File: src/rtl/fetch_stage.sv
// fetch_stage: instruction-fetch stage of the RV32I pipeline.
// Owns the PC, runs the I-cache read handshake and fills the IF/ID register.
// A word that returns while decode is stalled parks in a one-entry skid.
// An EX redirect that arrives mid-request turns the outstanding request
// into a stale one, whose response is swallowed.
//
// Ports:
//   clk, rst       system clock, synchronous active-high reset
//   imem_address   I-cache read address (stable while a request is open)
//   imem_read      I-cache read request, held until imem_resp
//   imem_rdata     instruction word, valid with imem_resp
//   imem_resp      one-cycle response pulse, retires the open request
//   stall          decode cannot accept; IF/ID holds
//   redirect       EX resolved a taken branch/JAL/JALR
//   redirect_pc    redirect target (low two bits ignored)
//   ifid_valid     IF/ID holds a live instruction
//   ifid_pc        PC of the IF/ID instruction
//   ifid_instr     instruction word in IF/ID
//
// state   | meaning
// --------+-----------------------------------------------------------
// FETCH   | request to pc outstanding; responses go to IF/ID or skid
// HOLD    | no request; fetched word waits in skid for decode
// DISCARD | stale request still open; its response is dropped, then
//         | fetching resumes at redir_pc
module fetch_stage #(
  parameter logic [31:0] RESET_PC = 32'h4000_0060
) (
  input  logic        clk,
  input  logic        rst,
  output logic [31:0] imem_address,
  output logic        imem_read,
  input  logic [31:0] imem_rdata,
  input  logic        imem_resp,
  input  logic        stall,
  input  logic        redirect,
  input  logic [31:0] redirect_pc,
  output logic        ifid_valid,
  output logic [31:0] ifid_pc,
  output logic [31:0] ifid_instr
);

  localparam logic [31:0] NOP = 32'h0000_0013;

  typedef enum logic [1:0] {
    FETCH   = 2'd0,
    HOLD    = 2'd1,
    DISCARD = 2'd2
  } state_t;

  state_t      state;
  state_t      state_next;
  logic [31:0] pc;
  logic [31:0] redir_pc;
  logic [31:0] hold_pc;
  logic [31:0] hold_instr;
  logic [31:0] tgt;
  logic        slot_free;
  logic        consumed;

  assign tgt       = {redirect_pc[31:2], 2'b00};
  assign slot_free = !ifid_valid || !stall;
  assign consumed  = ifid_valid && !stall;

  always_ff @(posedge clk) begin
    if (rst) begin
      state <= FETCH;
    end else begin
      state <= state_next;
    end
  end

  always_comb begin
    state_next = state;
    case (state)
      FETCH: begin
        if (redirect && !imem_resp) begin
          state_next = DISCARD;
        end else if (!redirect && imem_resp && !slot_free) begin
          state_next = HOLD;
        end
      end
      HOLD: begin
        if (redirect || !stall) begin
          state_next = FETCH;
        end
      end
      DISCARD: begin
        if (imem_resp) begin
          state_next = FETCH;
        end
      end
      default: state_next = FETCH;
    endcase
  end

  // Read is gated by rst so the cache sees an abandoned request during reset.
  always_comb begin
    imem_read    = !rst && (state != HOLD);
    imem_address = pc;
  end

  always_ff @(posedge clk) begin
    if (rst) begin
      pc         <= RESET_PC;
      redir_pc   <= '0;
      hold_pc    <= '0;
      hold_instr <= '0;
      ifid_valid <= 1'b0;
      ifid_pc    <= '0;
      ifid_instr <= NOP;
    end else begin
      case (state)
        FETCH: begin
          if (redirect) begin
            // IF/ID is wrong-path; a coincident response is dropped.
            ifid_valid <= 1'b0;
            if (imem_resp) begin
              pc <= tgt;
            end else begin
              redir_pc <= tgt;
            end
          end else if (imem_resp) begin
            pc <= pc + 32'd4;
            if (slot_free) begin
              ifid_valid <= 1'b1;
              ifid_pc    <= pc;
              ifid_instr <= imem_rdata;
            end else begin
              hold_pc    <= pc;
              hold_instr <= imem_rdata;
            end
          end else if (consumed) begin
            ifid_valid <= 1'b0;
          end
        end
        HOLD: begin
          if (redirect) begin
            ifid_valid <= 1'b0;
            pc         <= tgt;
          end else if (!stall) begin
            ifid_valid <= 1'b1;
            ifid_pc    <= hold_pc;
            ifid_instr <= hold_instr;
          end
        end
        DISCARD: begin
          if (redirect || consumed) begin
            ifid_valid <= 1'b0;
          end
          if (redirect) begin
            redir_pc <= tgt;
          end
          // The newest target wins, including one arriving with the response.
          if (imem_resp) begin
            pc <= redirect ? tgt : redir_pc;
          end
        end
        default: ;
      endcase
    end
  end

endmodule

File: config.mk
export PLATFORM = sky130hd
export DESIGN_NAME = fetch_stage
export DESIGN_NICKNAME = d
export VERILOG_FILES = /design/src/rtl/fetch_stage.sv
export SDC_FILE = /design/constraint.sdc
export NUM_CORES = 1
export LEC_CHECK = 0
export ABC_AREA = 1
export BUFFER_PORTS_ARGS = -buffer_cell sky130_fd_sc_hd__buf_2
export CAP_MARGIN = 25
export CORE_UTILIZATION = 33
export DETAILED_ROUTE_END_ITERATION = 10
export PLACE_DENSITY = 0.65
export SLEW_MARGIN = 20
export SYNTH_ARGS = -nofsm -noshare
export SYNTH_HDL_FRONTEND = slang
export SYNTH_SLANG_ARGS = --single-unit
export TNS_END_PERCENT = 100
File: constraint.sdc
create_clock -name clk -period 1.71 [get_ports clk]
set_input_delay 0.513 -clock clk [delete_from_list [all_inputs] [get_ports clk]]
set_output_delay 0.513 -clock clk [all_outputs]
set_load 0.1 [all_outputs]
==> flow_metrics.tcl, run 1 <==
set metrics [dict create \
    critPathLaunchType "flop" \
    drive_gt1_share_pct 33.6 \
    clock_path_buffers 2 \
    grt_pass1_vias 9502 \
    drt_iter0_drc 1019 \
    synth_nets 1507 \
    power_frac_comb_pct 52.8 \
    finalCriticalPeriod_ns 1.96 \
    routedWlPerCell_um 18.0 \
    synth_seq_cells 195 \
    ys_async_sr_fraction_pct 0 \
    internal_power_w 0.0114 \
    maxSlewHeadroom_pct 66.8 \
    violations "setup timing" \
    gp_congestion 0.890 \
    ys.flop_type "dfxtp_1" \
    report.final.slew_viol_count 0 \
    worst_pin_slew_ns 0.498 \
    clock-sinks 195 \
    drc 0 \
    worstPathMaxFanout 2 \
    status "finished with violations" \
    wirelength_um 37200 \
    maxCapViolCount 0 \
    clk_pin_slew_ns 0.08 \
    peakVddDrop_v 0.000747 \
    core-area_um2 28000 \
    multiInputGateArea_um2 5750 \
    synth_cells 1433 \
    crit_slowest_cell "dfxtp_2" \
    port_buffers 164 \
    diodes 0 \
    synth_top_area_cell "dfxtp_1" \
    yosysSeqAreaShare_pct 41.1 \
    numCtsBuffers 17 \
    power_density_nw_per_um2 1480 \
    whs_ns 0.337 \
    overflow 0 \
    drt_pass1_iterations 5 \
    slowest_delay_ns 0.33 \
    dieArea_um2 29400 \
    syn_to_final_growth_pct 53.2 \
    dp_hpwl_um 20600 \
    finClkSkew_ns 0.0160 \
    power.net_switching_w 0.0101 \
    grt_use_total_pct 22.5 \
    ant_nets 0 \
    routed_via_density 5.24 \
    synth_area_um2 9490 \
    clkPwrFrac_pct 18.9 \
    grt_max_degree 68 \
    wl_met1_um 16200 \
    yosysTopAreaCellShare_pct 41.1 \
    synth.area.top_cells "dfxtp_1 41%, nand2_1 17%, a21oi_1 10%" \
    cts_max_level 4 \
    ios 167 \
    rsz0062_at_grt "true" \
    endpoint_kind "primary output" \
    critPathKind "reg2out" \
    layout.nets 1747 \
    ctsHoldBuffers 0 \
    antenna_found_initial 1 \
    grt_pass1_wl_um 51500 \
    layout_setup_ws_ns -0.252 \
    place_inst 1972 \
    dieHeight_um 172 \
    cts_tree "built" \
    start_util_pct 33.9 \
    yosysUniqueCellTypes 27 \
    finalCritPeriodShare_pct 115 \
    die_width_um 172 \
    r2r_slack_ns -0.21 \
    top_layer "met4" \
    utilization_pct 51.9 \
    fmax_mhz 510 \
    pwr-share-seq_pct 28.3 \
    rows 61 \
    crit_arrival_ns 1.45 \
    power_w 0.0215 \
    critPathRequiredTime_ns 1.20 \
    crit_chain "buf_6 -> ha_4 -> buf_16 -> nor2_4 -> buf_12" \
    leakagePower_nw 5.88 \
    avgSynthCellArea_um2 6.62 \
    cts-root-buf "clkbuf_16" \
    synth_edf_count 0 \
    via_count 10800 \
    fill_cells 2609 \
    power_switching_share_pct 47.1 \
    insertion_delay_ns 0.44 \
    final_hold_viol_count 0 \
    wl_met3_um 2470 \
    routed-wl-met2_um 17600 \
    regArea_um2 3990 \
    ys.warnings.count 0 \
    hp-class "in2reg" \
    finalNonFillerCells 2063 \
    setup-violations-final 114 \
]
## what timing repair did
action                                  CTS  global route
endpoints found under the setup margin  161           198
gates resized for setup                 248           190
pin swaps                                32            42
setup buffers                            22            18
gates cloned                             16            12
## cell type report
cell class	count	area share (%)
sequential	195	27.4
inverter	73	2.18
clock buffer	20	3.15
tap	378	3.25
multi-input combinational	1064	39.5
clock inverter	11	0.783
timing repair inverter	2	0.224
timing repair buffer	320	23.5
## Yosys cell counts (7+ instances only)
master and instances:
clkinv_1 7, o21ai_0 173, a31oi_1 62, nor2_1 117, nand3_1 42, buf_1 8, dfxtp_1 195, buf_2 32
inv_2 7, buf_4 10, inv_1 59, a21oi_1 189, clkbuf_1 51, nand2_1 426, o21ai_1 20
## per-stage QoR
stage,area (um^2),setup slack (ns),TNS [ns]
detailed placement,11600,-0.198,-8.16
floorplan,9620,-0.195,-0.195
finish,14500,-0.252,-15.43
global route,14500,-0.294,-23.46
global placement,11600,-0.164,-6.52
CTS,13400,-0.279,-14.10
## placed cells by master (no fill, tap or decap), drive strengths merged
master | Yosys | final
a31oi | 62 | 62
o21ai | 193 | 193
ha | 5 | 5
nand4 | 4 | 4
o211ai | 4 | 4
nand3 | 42 | 42
bufbuf | 0 | 2
a21oi | 190 | 190
xor2 | 6 | 6
clkinv | 7 | 9
buf | 50 | 306
o221ai | 2 | 2
nor2 | 123 | 123
inv | 66 | 75
clkinvlp | 0 | 1
nor3 | 2 | 2
bufinv | 0 | 1
clkbuf | 51 | 32
dfxtp | 195 | 195
nand2 | 431 | 431
## flip-flops by register name (all words and copies together) (netlist names)
register,count
state,2
imem_address,32
ifid_pc,32
ifid_instr,32
hold_instr,32
ifid_valid,1
hold_pc,32
redir_pc,32
## worst paths after layout
| path | startpoint | to | depth (start not counted) |
|---|---|---|---|
| setup reg to reg | state[0] | imem_address[27] | 14 |
| hold / removal | imem_rdata[1] | hold_instr[1] | 3 |
| hold reg to reg | hold_pc[2] | ifid_pc[2] | 2 |
| setup / recovery | state[0] | imem_read | 5 |
## worst max-delay path, delay by kind of cell, from the launching register on
kind          cells  cell delay (ns)
simple gates      1             0.09
flops             1             0.33
fa+ha+maj         1             0.17
buf+inv           3             0.42
## cells by family after synthesis
group / after synthesis / synth area share (%)
xor+xnor: 6 / 0.554
buf+inv: 174 / 7.70
compound gates: 451 / 24.8
fa+ha+maj: 5 / 0.659
flops: 195 / 41.1
simple gates: 602 / 25.1
## power by group through the flow
| stage | sequential, W | clock [W] | combinational (W) |
|---|---|---|---|
| 4_1_cts | 0.00601 | 0.00414 | 0.0100 |
| 5_1_grt | 0.00619 | 0.00433 | 0.0119 |
| 6_report | 0.00609 | 0.00406 | 0.0114 |
| 3_5_place_dp | 0.00604 | 0 | 0.00843 |
| 3_3_place_gp | 0.00602 | 0 | 0.00838 |
| 2_1_floorplan | 0.00932 | 0 | 0.00273 |
## per-layer routing
metal	vias up	track usage [%]
met5	-	0
met4	0	7.22
met3	63	3.89
met2	459	37.0
met1	5043	29.8
li1	5250	-
Power figures use the tool's default switching activity.
==> run 2: changes to the inputs <==
--- a/config.mk
+++ b/config.mk
@@ -11,6 +11,7 @@
 export CORE_UTILIZATION = 33
 export DETAILED_ROUTE_END_ITERATION = 10
 export PLACE_DENSITY = 0.65
+export SETUP_SLACK_MARGIN = 0.4
 export SLEW_MARGIN = 20
 export SYNTH_ARGS = -nofsm -noshare
 export SYNTH_HDL_FRONTEND = slang
==> run 2 against run 1 <==
Against the previous run: the flow still finishes with violations (setup timing); die area unchanged; clock-buffer cell count down 1; largest power group unchanged; critical path depth did not move.
==> flow_metrics.tcl, run 2 (synthesis gave the netlist of run 1 again) <==
set metrics [dict create \
    grtUsageMet1_pct 31.1 \
    dieArea_um2 29400 \
    rows 61 \
    power_density_nw_per_um2 1420 \
    critPathRequiredTime_ns 1.20 \
    r2r-start "state[1]" \
    grt_max_degree 61 \
    grt_pass1_vias 10600 \
    drt_iter0_drc 1126 \
    pwr-share-seq_pct 27.0 \
    internal_power_w 0.0131 \
    routed_via_density 5.35 \
    core-area_um2 28000 \
    diodes 0 \
    power_switching_share_pct 44.4 \
    final_common_cell "nand2_1" \
    reg2regPathDepth 12 \
    crit_slowest_cell "dfxtp_2" \
    critPathLaunchType "flop" \
    layout_setup_ws_ns -0.192 \
    die_width_um 172 \
    power.net_switching_w 0.0105 \
    grt_pass1_wl_um 57000 \
    min_path_cells 3 \
    met2_usage_pct 42.6 \
    r2r-end "hold_instr[17]" \
    finalCritPeriodShare_pct 111 \
    power_frac_comb_pct 55.6 \
    drive_gt1_share_pct 41.0 \
    whs_ns 0.330 \
    crit_arrival_ns 1.39 \
    clock-sinks 195 \
    violations "setup timing" \
    ios 167 \
    rsz0062_at_grt "true" \
    start_util_pct 33.9 \
    dieHeight_um 172 \
    grt_busiest_layer "met2" \
    gp_congestion 0.873 \
    r2r_slack_ns -0.19 \
    worst_pin_slew_ns 0.430 \
    status "finished with violations" \
    endpoint_kind "primary output" \
    clk_pin_slew_ns 0.07 \
    holdCritStartpoint "imem_rdata[4]" \
    leakagePower_nw 6.76 \
    setup-violations-final 184 \
    critPathKind "reg2out" \
    worstPathMaxFanout 3 \
    drc 0 \
    finClkSkew_ns 0.00969 \
    clock_path_buffers 2 \
    overflow 0 \
    antenna_found_initial 1 \
    cts-root-buf "clkbuf_16" \
    layout.nets 1844 \
    cts_max_level 4 \
    drt_pass1_iterations 8 \
    via_count 11600 \
    maxCapViolCount 0 \
    power_w 0.0236 \
    insertion_delay_ns 0.44 \
    finalCriticalPeriod_ns 1.90 \
    slowest_delay_ns 0.33 \
    ant_nets 0 \
    crit_chain "inv_2 -> ha_4 -> buf_6 -> nor2_4 -> buf_12" \
    finalSetupTns_ns -17.55 \
    dp_slack_ns -0.160 \
    final_hold_viol_count 0 \
    ctsHoldBuffers 0 \
    fmax_mhz 526 \
    peakVddDrop_v 0.000906 \
    port_buffers 164 \
    hp-class "in2reg" \
    numCtsBuffers 17 \
    grt_use_total_pct 25.0 \
    dp_hpwl_um 20600 \
    final_cell_mix "399 x nand2_1, 154 x buf_4, 149 x a21oi_1" \
    clkPwrFrac_pct 17.4 \
    routedWlPerCell_um 18.9 \
    report.final.slew_viol_count 0 \
    maxSlewHeadroom_pct 71.3 \
    use_met3_pct 4.67 \
    wirelength_um 40800 \
    cts_tree "built" \
    hold_path_end "hold_instr[4]" \
    syn_to_final_growth_pct 75.9 \
    utilization_pct 59.6 \
]
==> run 2: cell types whose count changed in the layout (fill, tap and decap cells not counted), moves of 6 or more <==
cell     previous run  this run
buf_12             48       125
dfxtp_1           162        96
o21ai_1            15        74
o21ai_0           101        55
dfxtp_2            16        50
dfxtp_4            17        49
a21oi_1           165       149
a21oi_2            23        39
buf_16             12        28
o21ai_2            64        57
nor2_1            112       106
o21ai_4            13         7
==> run 2: what timing repair did <==
| item | 4_1_cts | 5_1_grt |
|---|---|---|
| cloned | 27 | 16 |
| pin swaps | 18 | 15 |
| setup buffers | 93 | 43 |
| gates resized for setup | 663 | 178 |
| endpoints found under the setup margin | 293 | 293 |
==> run 2: stage by stage <==
stage          instance area (um^2)  std cells
4_1_cts                       15400       2101
6_report                      16700       2160
5_1_grt                       16700       2160
3_3_place_gp                  11400       1950
3_5_place_dp                  11400       1950
2_1_floorplan                  9710       1433
==> run 2: power groups by stage <==
stage / logic [W] / registers [W] / clock network, W
floorplan: 0.00278 / 0.00935 / 0
global placement: 0.00794 / 0.00611 / 0
detailed placement: 0.00800 / 0.00612 / 0
CTS: 0.0120 / 0.00630 / 0.00416
global route: 0.0137 / 0.00645 / 0.00432
finish: 0.0131 / 0.00637 / 0.00412
==> run 2: final cells by class <==
type / count / area, um^2
Clock buffer: 19 / 454
Clock inverter: 12 / 129
Fill cell: 2273 / 11300
Inverter: 73 / 327
Multi-Input combinational cell: 1064 / 5660
Sequential cell: 195 / 4150
Tap cell: 378 / 473
Timing Repair Buffer: 415 / 5430
Timing Repair inverter: 4 / 68.8
==> run 2: routing by layer <==
metal,vias up,routed length (um),part of all wire (%)
li1,5463,-,-
met1,5422,16400,40
met2,575,19900,49
met3,103,3080,7.5
met4,2,1410,3.5
met5,-,10,0.025
==> run 2: worst max-delay path by stage <==
| stage | slack, ns | from | endpoint |
|---|---|---|---|
| after floorplan | -0.19 | state[1] | imem_read |
| after global placement | -0.13 | state[0] | imem_address[30] |
| after detailed placement | -0.16 | state[0] | imem_address[30] |
| after CTS | -0.22 | state[1] | imem_read |
| after global routing | -0.27 | state[1] | hold_instr[17] |
| final | -0.19 | state[1] | imem_read |
==> run 2: critical path, delay by kind of cell (launching register included) <==
family | cells | cell delay [ns]
flip-flops | 1 | 0.33
adder cells (fa/ha/maj) | 1 | 0.17
buffers and inverters | 3 | 0.35
AND/OR/NAND/NOR | 1 | 0.09
